==> src/rtl/seg_scan_decoder.sv <==
// Receive-side decoder for the multiplexed 2-digit 7-segment score bus: debounces digit dwells,
// decodes cathode patterns to BCD and rebuilds the score. Define SEG_SYNC_IN_EN for off-chip sources.
module seg_scan_decoder #(
  parameter int unsigned STABLE_CYCLES  = 16,
  parameter int unsigned TIMEOUT_CYCLES = 2097152
) (
  input  logic       CLK,
  input  logic       RST_BTN_N,
  input  logic [7:0] Anode_Activate,
  input  logic [6:0] LED_in,
  output logic [7:0] score_out,
  output logic [3:0] tens,
  output logic [3:0] ones,
  output logic       score_valid,
  output logic       seg_error,
  output logic       stale
);

  localparam int unsigned PAIR_W = 15;
  localparam int unsigned CNT_W  = $clog2(STABLE_CYCLES + 1);
  localparam int unsigned TO_W   = $clog2(TIMEOUT_CYCLES + 1);
  localparam logic [7:0]  AN_TENS = 8'b0111_1111;
  localparam logic [7:0]  AN_ONES = 8'b1011_1111;
  localparam logic [0:0]  WAIT_TENS = 1'b0;
  localparam logic [0:0]  WAIT_ONES = 1'b1;

  logic [PAIR_W-1:0] pair_in;
  logic [PAIR_W-1:0] sample_q, prev_q;

`ifdef SEG_SYNC_IN_EN
  logic [PAIR_W-1:0] sync1_q, sync2_q;

  // Two-flop synchronizer; reset to the blank pattern so nothing is accepted during startup
  always_ff @(posedge CLK or negedge RST_BTN_N) begin
    if (!RST_BTN_N) begin
      sync1_q <= '1;
      sync2_q <= '1;
    end else begin
      sync1_q <= {Anode_Activate, LED_in};
      sync2_q <= sync1_q;
    end
  end
  assign pair_in = sync2_q;
`else
  assign pair_in = {Anode_Activate, LED_in};
`endif

  always_ff @(posedge CLK or negedge RST_BTN_N) begin
    if (!RST_BTN_N) begin
      sample_q <= '1;
      prev_q   <= '1;
    end else begin
      sample_q <= pair_in;
      prev_q   <= sample_q;
    end
  end

  // Dwell stability: accept fires once when the run length first reaches STABLE_CYCLES
  logic [CNT_W-1:0] cnt_q, cnt_d;
  logic             an_legal_c, accept_d;
  logic             accept_q, acc_is_tens_q;
  logic [6:0]       acc_pat_q;

  always_comb begin
    cnt_d      = cnt_q;
    an_legal_c = (sample_q[14:7] == AN_TENS) || (sample_q[14:7] == AN_ONES);
    if (!an_legal_c)                         cnt_d = '0;
    else if (sample_q != prev_q)             cnt_d = CNT_W'(1);
    else if (cnt_q != CNT_W'(STABLE_CYCLES)) cnt_d = cnt_q + CNT_W'(1);
    accept_d = an_legal_c && (cnt_d == CNT_W'(STABLE_CYCLES)) && (cnt_q != CNT_W'(STABLE_CYCLES));
  end

  always_ff @(posedge CLK or negedge RST_BTN_N) begin
    if (!RST_BTN_N) begin
      cnt_q         <= '0;
      accept_q      <= 1'b0;
      acc_is_tens_q <= 1'b0;
      acc_pat_q     <= '1;
    end else begin
      cnt_q         <= cnt_d;
      accept_q      <= accept_d;
      acc_is_tens_q <= (sample_q[14:7] == AN_TENS);
      acc_pat_q     <= sample_q[6:0];
    end
  end

  logic       dec_valid_c;
  logic [3:0] dec_digit_c;

  always_comb begin
    dec_valid_c = 1'b1;
    dec_digit_c = 4'd0;
    unique case (acc_pat_q)
      7'b0000001: dec_digit_c = 4'd0;
      7'b1001111: dec_digit_c = 4'd1;
      7'b0010010: dec_digit_c = 4'd2;
      7'b0000110: dec_digit_c = 4'd3;
      7'b1001100: dec_digit_c = 4'd4;
      7'b0100100: dec_digit_c = 4'd5;
      7'b0100000: dec_digit_c = 4'd6;
      7'b0001111: dec_digit_c = 4'd7;
      7'b0000000: dec_digit_c = 4'd8;
      7'b0000100: dec_digit_c = 4'd9;
      default:    dec_valid_c = 1'b0;
    endcase
  end

  logic [0:0]      state_q, state_d;
  logic [3:0]      tens_lat_q, tens_lat_d;
  logic [7:0]      score_d;
  logic [3:0]      tens_d, ones_d;
  logic            valid_d, err_d, stale_d;
  logic [TO_W-1:0] to_cnt_q, to_cnt_d, to_inc;

  // Frame assembly and stale tracking
  always_comb begin
    state_d    = state_q;
    tens_lat_d = tens_lat_q;
    score_d    = score_out;
    tens_d     = tens;
    ones_d     = ones;
    valid_d    = 1'b0;
    err_d      = 1'b0;
    if (accept_q) begin
      if (!dec_valid_c) begin
        err_d      = 1'b1;
        tens_lat_d = 4'd0;
        state_d    = WAIT_TENS;
      end else if (acc_is_tens_q) begin
        tens_lat_d = dec_digit_c;
        state_d    = WAIT_ONES;
      end else if (state_q == WAIT_ONES) begin
        score_d = 8'(tens_lat_q) * 8'd10 + 8'(dec_digit_c);
        tens_d  = tens_lat_q;
        ones_d  = dec_digit_c;
        valid_d = 1'b1;
        state_d = WAIT_TENS;
      end
    end
    to_inc   = (to_cnt_q == TO_W'(TIMEOUT_CYCLES)) ? to_cnt_q : to_cnt_q + TO_W'(1);
    to_cnt_d = valid_d ? '0 : to_inc;
    stale_d  = !valid_d && (to_inc >= TO_W'(TIMEOUT_CYCLES));
  end

  always_ff @(posedge CLK or negedge RST_BTN_N) begin
    if (!RST_BTN_N) begin
      state_q     <= WAIT_TENS;
      tens_lat_q  <= 4'd0;
      score_out   <= 8'd0;
      tens        <= 4'd0;
      ones        <= 4'd0;
      score_valid <= 1'b0;
      seg_error   <= 1'b0;
      stale       <= 1'b0;
      to_cnt_q    <= '0;
    end else begin
      state_q     <= state_d;
      tens_lat_q  <= tens_lat_d;
      score_out   <= score_d;
      tens        <= tens_d;
      ones        <= ones_d;
      score_valid <= valid_d;
      seg_error   <= err_d;
      stale       <= stale_d;
      to_cnt_q    <= to_cnt_d;
    end
  end

endmodule
==> config.mk <==
export PLATFORM = sky130hd
export DESIGN_NAME = seg_scan_decoder
export DESIGN_NICKNAME = d
export VERILOG_FILES = /design/src/rtl/seg_scan_decoder.sv
export SDC_FILE = /design/constraint.sdc
export NUM_CORES = 1
export LEC_CHECK = 0
export ABC_AREA = 1
export CORE_MARGIN = 2
export CORE_UTILIZATION = 44
export CTS_CLUSTER_DIAMETER = 60
export DETAILED_ROUTE_END_ITERATION = 10
export PLACE_DENSITY_LB_ADDON = 0.25
export SLEW_MARGIN = 10
export SYNTH_ARGS = -nofsm -noshare
export SYNTH_HDL_FRONTEND = slang
export SYNTH_SLANG_ARGS = --single-unit
export TNS_END_PERCENT = 1
==> constraint.sdc <==
create_clock -name CLK -period 2.7 [get_ports CLK]
set_clock_uncertainty 0.2 [all_clocks]
set_input_delay 0.54 -clock CLK [delete_from_list [all_inputs] [get_ports CLK]]
set_output_delay 0.54 -clock CLK [all_outputs]
set_load 0.02 [all_outputs]
== Word level (Yosys, flattened, before mapping) ==
Cells that the tools add are included.

* Flip-flop bits (word level): 90
* Input port bits: 17
* Output and inout port bits: 19
* Word-level logic and storage cells: 63

* Add/subtract/negate cells: 3
* $mul: 1
* Magnitude comparators: 1
* Equality and inequality tests: 16
* Multiplexer cells: 17
* Bitwise logic cells: 1
* Reduce and logical (&&, ||, !) cells: 9

{| class="wikitable"
|+ Operator list
! kind !! count
|-
| two-way mux 22 bit || 2
|-
| case mux 4 bit (9 select lines) || 1
|-
| adder 22 x 1 -> 22 bit (second input constant) || 1
|-
| equality test 22 bit (second input constant) || 1
|-
| greater-or-equal comparator 22 bit (second input constant) || 1
|-
| two-way mux 5 bit || 3
|-
| inequality test 15 bit || 1
|-
| equality test 7 x 3 -> 1 bit (second input constant) || 2
|-
| equality test 7 x 6 -> 1 bit (second input constant) || 2
|-
| equality test 7 bit (second input constant) || 2
|-
| OR reduction 10 bit || 1
|-
| two-way mux 1 bit || 9
|-
| adder 8 x 4 -> 8 bit || 1
|-
| equality test 8 x 7 -> 1 bit (second input constant) || 1
|-
| equality test 8 bit (second input constant) || 1
|-
| two-way mux 4 bit || 2
|-
| equality test 7 x 1 -> 1 bit (second input constant) || 1
|-
| equality test 7 x 4 -> 1 bit (second input constant) || 1
|-
| equality test 7 x 5 -> 1 bit (second input constant) || 1
|-
| zero test 7 bit || 1
|-
| multiplier 4 x 3 -> 7 bit (second input constant) || 1
|-
| adder 5 x 1 -> 5 bit (second input constant) || 1
|-
| equality test 5 bit (second input constant) || 1
|-
| inequality test 5 bit (second input constant) || 1
|-
| other kinds (7) || 9
|}

== Longest topological paths before layout ==
Gate-level depths: netlist of run 1.

* Depth in word-level cells: 7
* Mapped depth: 19

== Worst setup path after synthesis of run 1 ==
No wires, ideal clock.

* Kind: register to register
* From: reg acc_pat_q[2]
* To: reg score_out[7]
* Arrival time: 2.316 ns
* Data required time: 2.387 ns
* Path slack: 0.071 ns
* Cell stages (with the launch flop): 18
* Clock period less this slack: 2.629 ns
* Cell sequence: dfstp_2 > inv_1 > nor2_1 > nand3_2 > nand2_1 > inv_1 > nand3_1 > ha_1 > inv_1 > fa_1 > nor2_1 > o21ai_0 > nor2_1 > nand3_1 > nand2_1 > nand3_1 > nand2_1 > inv_1

{| class="wikitable"
|+ RTL lines
! element !! line !! source
|-
| start, declared || 62 || <nowiki>logic [6:0] acc_pat_q;</nowiki>
|-
| start signal, assigned || 83 || <nowiki>acc_pat_q <= sample_q[6:0];</nowiki>
|-
| equality test 7 x 3 -> 1 bit, or another cell as far along || 93 || <nowiki>unique case (acc_pat_q)</nowiki>
|-
| case mux 4 bit (9 select lines) (*) || 93 ||
|-
| net dec_digit_c[1] || 88 || <nowiki>logic [3:0] dec_digit_c;</nowiki>
|-
| adder 8 x 4 -> 8 bit (*) || 133 || <nowiki>score_d = 8'(tens_lat_q) * 8'd10 + 8'(dec_digit_c);</nowiki>
|-
| end signal, assigned || 159 || <nowiki>score_out <= score_d;</nowiki>
|-
| end, declared || 11 || <nowiki>output logic [7:0] score_out,</nowiki>
|}

Mark *: on every way through the listed nets, which the timed path passes. The rest lies on a longest branch.
A chain may end at the register's enable or synchronous reset.

== Worst setup path in the final report of run 1 ==
* From: reg acc_pat_q[4]
* To: reg score_out[7]

Same word-level chain as after synthesis.

==> parameters.txt, run 1 <==
Parameter                              Value

STA
  Worst max-slew margin expressed relative to the limit ... 71.2%
  Transition time at the pin with the least slew margin ... 429 ps
  Highest clock rate ... 391 MHz
  Finish-stage setup viols ... 0
  Count of pins over their slew limit ... 0
  Final hold violation count ... 0
  Post-route setup slack ... 145 ps
  Fin crit share ... 94.6%
  Final min period ... 2550 ps

Clock network
  Root buffer selected by CTS ... sky130_fd_sc_hd__clkbuf_8
  Maximum buffer depth of the clock tree ... 2
  TritonCTS Sinks ... 82
  CTS H-tree depth ... 3
  Worst-path clk slew ... 90 ps
  Clk Latency, worst-skew pair ... 360 ps
  TritonCTS clock tree ... done
  Number of buffers created by CTS ... 9

Floorplanning
  Total I/O pin count ... 36
  Area inside the core boundary ... 9200 um2
  Vert. Die Dim ... 101 um
  DIE AREA ... 10300 um2
  Effective utilization at floorplan ... 45.3%
  Chip width ... 101 um
  Number of standard-cell rows in the floorplan ... 35

Route
  Met1 Routed Length ... 3.62 mm
  Detailed-route DRC error count ... 0
  Antenna-violating nets left ... 0
  First-pass iteration count of the detailed router ... 4
  Routed wire length on met2 ... 3.65 mm
  Average wire per cell in the routed design ... 11.4 um
  Total Routed Length ... 7.69 mm
  Drt initial violations ... 119
  Via density ... 4.78
  Via total after detailed routing ... 3235
  Highest metal layer used by the detailed router ... met4
  Routed wl met3 ... 226 um

Yosys
  Synth Area in Adders ... 4.27%
  Sequential cell area fraction in the yosys report ... 50.2%
  Mapped Cells ... 503
  Mux contribution to synthesized area ... 0%
  Synthesized-area fraction occupied by xor and xnor cells ... 2.74%
  Share of async-settable or async-resettable flops after synthesis ... 100%
  Combinational family with the most area after synthesis ... simple AND/OR/NAND/NOR gates
  Commonest cells in the netlist ... sky130_fd_sc_hd__nand2_1 (132), sky130_fd_sc_hd__inv_1 (81), sky130_fd_sc_hd__nor2_1 (64), sky130_fd_sc_hd__dfrtp_1 (52), sky130_fd_sc_hd__nand3_1 (34)
  Simple-gate share of the synthesized area ... 30.3%
  Count of warnings emitted by yosys ... 0
  Proportion of netlist area held by the largest area contributor ... 31.3%
  Most used flip-flop cell after synthesis ... sky130_fd_sc_hd__dfrtp_1
  Fraction of the mapped netlist area in compound gates ... 3.43%
  Netlist area before placement ... 4160 um2
  Number of flops mapped to enable cells by yosys ... 0
  Count of distinct cell types in the synthesized netlist ... 34
  Ranking of synthesized cells by area ... sky130_fd_sc_hd__dfrtp_1 (31%), sky130_fd_sc_hd__dfstp_2 (19%), sky130_fd_sc_hd__nand2_1 (12%), sky130_fd_sc_hd__inv_1 (7.3%), sky130_fd_sc_hd__nor2_1 (5.8%)
  Number of storage elements in the synthesis netlist ... 82
  Largest area contributor in the netlist ... sky130_fd_sc_hd__dfrtp_1
  Syn Area/Cell ... 8.27 um2
  Synth Net Count ... 533
  Most used standard cell by instance count after synthesis ... sky130_fd_sc_hd__nand2_1

Placed design
  Post-DP HPWL ... 5.51 mm
  PortBufs ... 35
  Final weighted congestion of routability-driven global placement ... 0.836
  DP Worst Slack ... -56.7 ps
  Count of placed standard cells including taps ... 656
  DP Area ... 4690 um2

Critical path
  Startpoint type of the worst setup path ... flip-flop
  Kind of capture point of the worst setup path ... flip-flop
  Required @ worst endpoint ... 2770 ps
  Setup Crit Path Kind ... flip-flop to flip-flop
  Worst EP arrival ... 2620 ps
  Maximum net fanout on the critical path ... 4

Cells and area
  Final #Nets ... 591
  Finished Layout Cells ... 677
  Antenna Cells ... 0
  Area of all placed cells without fillers ... 5010 um2
  Area growth, synth to finish ... 20.4%
  Layout cell share with drive strength beyond 1 ... 20.1%

Global route
  Maximum number of pins on one net before global-route repair ... 50
  Global-route wire length before repair ... 13.4 mm
  Number of antenna violations at the first check in global routing ... 0
  Global-route usage over all layers ... 16.4%
  Vias in the first global route ... 3144
  Global-route congestion overflow total ... 0

Power
  Power Dens Cells ... 463 nW/um2
  Leakage power figure ... 2.55 nW
  Post-route total power ... 2.32 mW
  Highest ir drop seen on vdd ... 0.315 mV

Job
  Max-cap viol count ... 0

Min path
  Class of the most critical hold timing path ... flip-flop to flip-flop

Outcome
  Result of the run ... finished, final reports clean
[sequential cells by signal (all words and copies together) (netlist names), 3 cells and up]
| name | flops |
|---|---|
| ones | 3 |
| acc_pat_q | 6 |
| prev_q | 9 |
| cnt_q | 5 |
| tens | 4 |
| sample_q | 15 |
| tens_lat_q | 4 |
| score_out | 8 |
| to_cnt_q | 22 |
[cell usage in the layout, fill, tap and decap left out, types with 6 or more instances in the layout]
master,count
sky130_fd_sc_hd__nand2_2,13
sky130_fd_sc_hd__nand2_1,131
sky130_fd_sc_hd__clkdlybuf4s50_1,34
sky130_fd_sc_hd__clkbuf_8,9
sky130_fd_sc_hd__inv_1,78
sky130_fd_sc_hd__ha_1,10
sky130_fd_sc_hd__nor2_2,10
sky130_fd_sc_hd__nand3_1,32
sky130_fd_sc_hd__buf_4,17
sky130_fd_sc_hd__dfrtp_1,52
sky130_fd_sc_hd__a21oi_1,6
sky130_fd_sc_hd__xor2_1,10
sky130_fd_sc_hd__nor2_1,59
sky130_fd_sc_hd__nor3_1,8
sky130_fd_sc_hd__dfstp_2,30
sky130_fd_sc_hd__o21ai_0,11
sky130_fd_sc_hd__nand4_1,11
[layout make-up]
cell class	instances	area [um2]
fillers	871	4190
inverters	83	314
repair buffers	53	498
clock buffers	9	124
clock inverters	7	73.8
flip-flops and latches	82	2090
multi-input cells	332	1770
well taps	111	139
[layer usage]
layer / up-vias / global-route usage [%]
li1: 1662 / -
met1: 1516 / 21.1
met2: 41 / 26.8
met3: 16 / 3.38
met4: 0 / 7.59
met5: - / 0
[worst max-delay path, stage by stage (launching register included)]
cell and delay, ps:
sky130_fd_sc_hd__dfstp_2 570, sky130_fd_sc_hd__inv_4 50, sky130_fd_sc_hd__nor3_2 160, sky130_fd_sc_hd__nand3_2 100, sky130_fd_sc_hd__nand2_1 100, sky130_fd_sc_hd__inv_2 50
sky130_fd_sc_hd__nand3_4 70, sky130_fd_sc_hd__ha_4 130, sky130_fd_sc_hd__inv_2 40, sky130_fd_sc_hd__fa_2 360, sky130_fd_sc_hd__nor2_2 100, sky130_fd_sc_hd__o21ai_2 90
sky130_fd_sc_hd__nor2_2 120, sky130_fd_sc_hd__nand3_1 80, sky130_fd_sc_hd__nand2_1 70, sky130_fd_sc_hd__nand3_1 70, sky130_fd_sc_hd__nand2_1 60, sky130_fd_sc_hd__inv_1 30
[per-stage QoR]
stage | util [%] | hold WS [ps] | TNS (ps)
final | 54.5 | 174 | 0
after global routing | 54.5 | 184 | -41.5
after CTS | 53.6 | 174 | 0
after detailed placement | 51.0 | 166 | -56.7
after global placement | 51.0 | 164 | 0
after floorplan | - | 44.4 | 0
[repair_timing]
| action | CTS | global route |
|---|---|---|
| endpoints found under the setup margin | 1 | 2 |
| gates resized for setup | 6 | 17 |
| pin swaps | 2 | 14 |
| hold buffers | 1 | 0 |
| endpoints found under the hold margin | 17 | 0 |
| setup buffers | 1 | 3 |
[path summary, 6_finish.rpt]
| path | startpoint | to | slack [ps] | depth (start not counted) |
|---|---|---|---|---|
| max | acc_pat_q[4]$_DFF_PN1_ | score_out[7]$_DFFE_PN0P_ | 150 | 17 |
| min | sample_q[0]$_DFF_PN1_ | acc_pat_q[0]$_DFF_PN1_ | 170 | 0 |
| max reg2reg | acc_pat_q[4]$_DFF_PN1_ | score_out[7]$_DFFE_PN0P_ | 150 | 17 |
| min reg2reg | sample_q[0]$_DFF_PN1_ | acc_pat_q[0]$_DFF_PN1_ | 170 | 0 |
| max in group asynchronous | RST_BTN_N | sample_q[8]$_DFF_PN1_ | 1180 | 3 |
| min in group asynchronous | RST_BTN_N | to_cnt_q[21]$_DFF_PN0_ | 460 | 2 |
[cell families after synthesis]
family	Yosys count
buf+inv	89
xor+xnor	13
compound gates	24
simple gates	282
flops	82
fa+ha+maj	13
[report_power, final]
part / internal, mW / switching [mW] / leakage [nW]
Combinational: 0.0523 / 0.0682 / 1.42
Sequential: 1.27 / 0.0205 / 1.03
Clock: 0.437 / 0.475 / 0.105
Total: 1.76 / 0.564 / 2.55
No activity file was read; power rests on OpenSTA's default activity.
==> inputs of run 2 (changes only) <==
--- a/config.mk
+++ b/config.mk
@@ -10,7 +10,8 @@
 export CORE_UTILIZATION = 44
 export CTS_CLUSTER_DIAMETER = 60
 export DETAILED_ROUTE_END_ITERATION = 10
-export PLACE_DENSITY_LB_ADDON = 0.25
+export PLACE_DENSITY = 0.65
+export RECOVER_POWER = 50
 export SLEW_MARGIN = 10
 export SYNTH_ARGS = -nofsm -noshare
 export SYNTH_HDL_FRONTEND = slang
==> run 2 against run 1 <==
Net effect: register-to-register slack about the same; critical path type unchanged; wire length down 2.6%; largest cell class unchanged; hold slack better by 2.5 ps.
==> parameters.txt, run 2 (same netlist as run 1, synthesis figures left out) <==
Parameter                              Value

Cells and area
  Highest-count cells in the layout ignoring fill and taps ... sky130_fd_sc_hd__nand2_1 (131), sky130_fd_sc_hd__inv_1 (79), sky130_fd_sc_hd__nor2_1 (60)
  Antenna Cells ... 0 (unchanged)
  Registers with the most flip-flops ... to_cnt_q: 22 flops, sample_q: 15 flops, prev_q: 9 flops
  Layout cell share with drive strength beyond 1 ... 17.6% (-2.6 points)
  Biggest register ... to_cnt_q
  Area growth, synth to finish ... 19.7%
  Final #Nets ... 588 (-0.51%)
  Max reg flops ... 22 (unchanged)
  Leading cell type in the layout, fill and taps excluded ... sky130_fd_sc_hd__nand2_1

STA
  Final min period ... 2560 ps (+5.70 ps)
  Worst hold margin ... 177 ps (+2.51 ps)
  Count of pins over their slew limit ... 0 (unchanged)
  Total Negative Setup Slacks ... 0 ps (unchanged)
  Transition time at the pin with the least slew margin ... 903 ps (+475 ps)
  Fin crit share ... 94.8% (+0.21 points)
  Worst max-slew margin expressed relative to the limit ... 39.8% (-31 points)
  Final hold violation count ... 0 (unchanged)
  Unrepaired setup endpoints after global routing ... yes
  Finish-stage setup viols ... 0 (unchanged)
  Post-route setup slack ... 140 ps (-5.70 ps)
  Highest clock rate ... 391 MHz (-0.22%)

Global route
  Global-route met1 utilization ... 20.5% (-0.57 points)
  Vias in the first global route ... 3033 (-3.5%)
  Number of antenna violations at the first check in global routing ... 0 (unchanged)
  Global Route met3 Usage ... 4.49% (+1.1 points)
  Global route hottest layer ... met2
  Global-route wire length before repair ... 13.1 mm (-2.8%)
  Global-route usage over all layers ... 16.1% (-0.34 points)
  Maximum number of pins on one net before global-route repair ... 46 (-8.0%)
  Global-route congestion overflow total ... 0 (unchanged)
  Global-route track usage on met2 ... 26.5% (-0.31 points)

Floorplanning
  Effective utilization at floorplan ... 45.3% (unchanged)
  Chip width ... 101 um (unchanged)
  Number of standard-cell rows in the floorplan ... 35 (unchanged)
  Total I/O pin count ... 36 (unchanged)
  DIE AREA ... 10300 um2 (unchanged)
  Vert. Die Dim ... 101 um (unchanged)
  Area inside the core boundary ... 9200 um2 (unchanged)

Critical path
  Required @ worst endpoint ... 2760 ps (about the same)
  Maximum net fanout on the critical path ... 4 (unchanged)
  Setup Crit Path Kind ... flip-flop to flip-flop
  Kind of capture point of the worst setup path ... flip-flop
  Startpoint type of the worst setup path ... flip-flop
  Worst EP arrival ... 2620 ps (about the same)
  Worst-case reg-to-reg path depth ... 17 (unchanged)

Job
  Max-cap viol count ... 0 (unchanged)

Route
  Total Routed Length ... 7.49 mm (-2.6%)
  Drt initial violations ... 163 (+37%)
  Detailed-route DRC error count ... 0 (unchanged)
  Average wire per cell in the routed design ... 11.1 um (-2.2%)
  Via density ... 4.72 (-1.2%)
  First-pass iteration count of the detailed router ... 4 (unchanged)
  Via total after detailed routing ... 3182 (-1.6%)
  Antenna-violating nets left ... 0 (unchanged)

Power
  Net switching power ... 0.555 mW (-1.6%)
  Total internal power ... 1.75 mW (-0.76%)
  Highest ir drop seen on vdd ... 0.330 mV (+4.7%)
  Power Dens Cells ... 462 nW/um2 (-0.37%)
  Switching fraction of total power ... 24.1% (-0.16 points)
  Fraction of power consumed by combinational cells ... 4.7% (-0.5 points)
  Clock Power Share ... 39.3% (about the same)
  Relative contribution of sequential cells to total power ... 56.0% (+0.5 points)
  Leakage power figure ... 2.54 nW (-0.38%)

Clock network
  Worst-path clk slew ... 90 ps (about the same)
  Maximum buffer depth of the clock tree ... 2 (unchanged)
  TritonCTS Sinks ... 82 (unchanged)
  CTS H-tree depth ... 3 (unchanged)
  TritonCTS clock tree ... done
  Root buffer selected by CTS ... sky130_fd_sc_hd__clkbuf_8
  Clk Latency, worst-skew pair ... 360 ps (about the same)
  Number of buffers created by CTS ... 9 (unchanged)

Placed design
  Final weighted congestion of routability-driven global placement ... 0.840 (+0.48%)
  PortBufs ... 35 (unchanged)
  Post-DP HPWL ... 5.42 mm (-1.6%)
  DP Worst Slack ... -53.4 ps (+3.30 ps)

Min path
  Class of the most critical hold timing path ... flip-flop to flip-flop
  Count of cells along the worst hold path ... 0 (unchanged)

Outcome
  Result of the run ... finished, final reports clean
[run 2: changes by cell type in the layout (fill, tap and decap cells not counted), sizes merged]
cell	before	now
buf	18	13
clkbuf	9	11
clkdlybuf4s50	34	19
clkinv	1	3
dlygate4sd3	1	16
inv	88	86
[run 2: area by class of cell]
class,count,area [um2]
Clock buffer,9,124
Sequential cell,82,2090
Clock inverter,7,76.3
Multi-Input combinational cell,332,1770
Fill cell,864,4220
Inverter,83,314
Tap cell,111,139
Timing Repair Buffer,50,473
[run 2: timing repair]
action                     4_1_cts  5_1_grt
hold endpoints to repair        17        0
setup endpoints to repair        1        2
resized for setup                5       15
buffers inserted                 0        3
hold buffers                     1        0
cloned                           0        0
pin swaps                        2       11
[run 2: through the flow]
step	power [mW]	cell area, um2	util, %	std cells
after detailed placement	1.42	4690	51.0	654
after global placement	1.42	4690	51.0	654
after CTS	2.34	4920	53.5	671
after floorplan	1.36	4160	-	503
final	2.30	4980	54.2	674
after global routing	2.41	4980	54.2	674
[run 2: worst paths after layout]
check	startpoint	to	slack, ps
max in group asynchronous	RST_BTN_N	prev_q[9]$_DFF_PN1_	450
max reg2reg	acc_pat_q[4]$_DFF_PN1_	score_out[7]$_DFFE_PN0P_	140
max	acc_pat_q[4]$_DFF_PN1_	score_out[7]$_DFFE_PN0P_	140
min in group asynchronous	RST_BTN_N	to_cnt_q[12]$_DFF_PN0_	650
min	sample_q[6]$_DFF_PN1_	prev_q[6]$_DFF_PN1_	180
min reg2reg	sample_q[6]$_DFF_PN1_	prev_q[6]$_DFF_PN1_	180
[run 2: routing by layer]
layer / part of all wire, % / up-vias
met3: 4.1 / 13
met5: 0 / -
li1: - / 1651
met4: 1.7 / 0
met2: 46 / 57
met1: 49 / 1461
[run 2: worst max-delay path, cell delays in order, from the launching register on]
cell and delay, ps:
sky130_fd_sc_hd__dfstp_2 580, sky130_fd_sc_hd__inv_4 60, sky130_fd_sc_hd__nor3_4 200, sky130_fd_sc_hd__nand3_2 110, sky130_fd_sc_hd__nand2_2 90, sky130_fd_sc_hd__inv_2 50
sky130_fd_sc_hd__nand3_4 60, sky130_fd_sc_hd__ha_4 130, sky130_fd_sc_hd__inv_2 40, sky130_fd_sc_hd__fa_2 360, sky130_fd_sc_hd__nor2_2 100, sky130_fd_sc_hd__o21ai_2 80
sky130_fd_sc_hd__nor2_2 100, sky130_fd_sc_hd__nand3_1 70, sky130_fd_sc_hd__nand2_1 70, sky130_fd_sc_hd__nand3_1 70, sky130_fd_sc_hd__nand2_1 80, sky130_fd_sc_hd__inv_1 30
[run 2: power groups by stage]
| stage | combinational [mW] | clock [mW] | sequential (mW) |
|---|---|---|---|
| 2_1_floorplan | 0.0477 | 0 | 1.31 |
| 3_3_place_gp | 0.110 | 0 | 1.31 |
| 3_5_place_dp | 0.111 | 0 | 1.31 |
| 4_1_cts | 0.114 | 0.938 | 1.29 |
| 5_1_grt | 0.126 | 0.995 | 1.29 |
| 6_report | 0.107 | 0.905 | 1.29 |
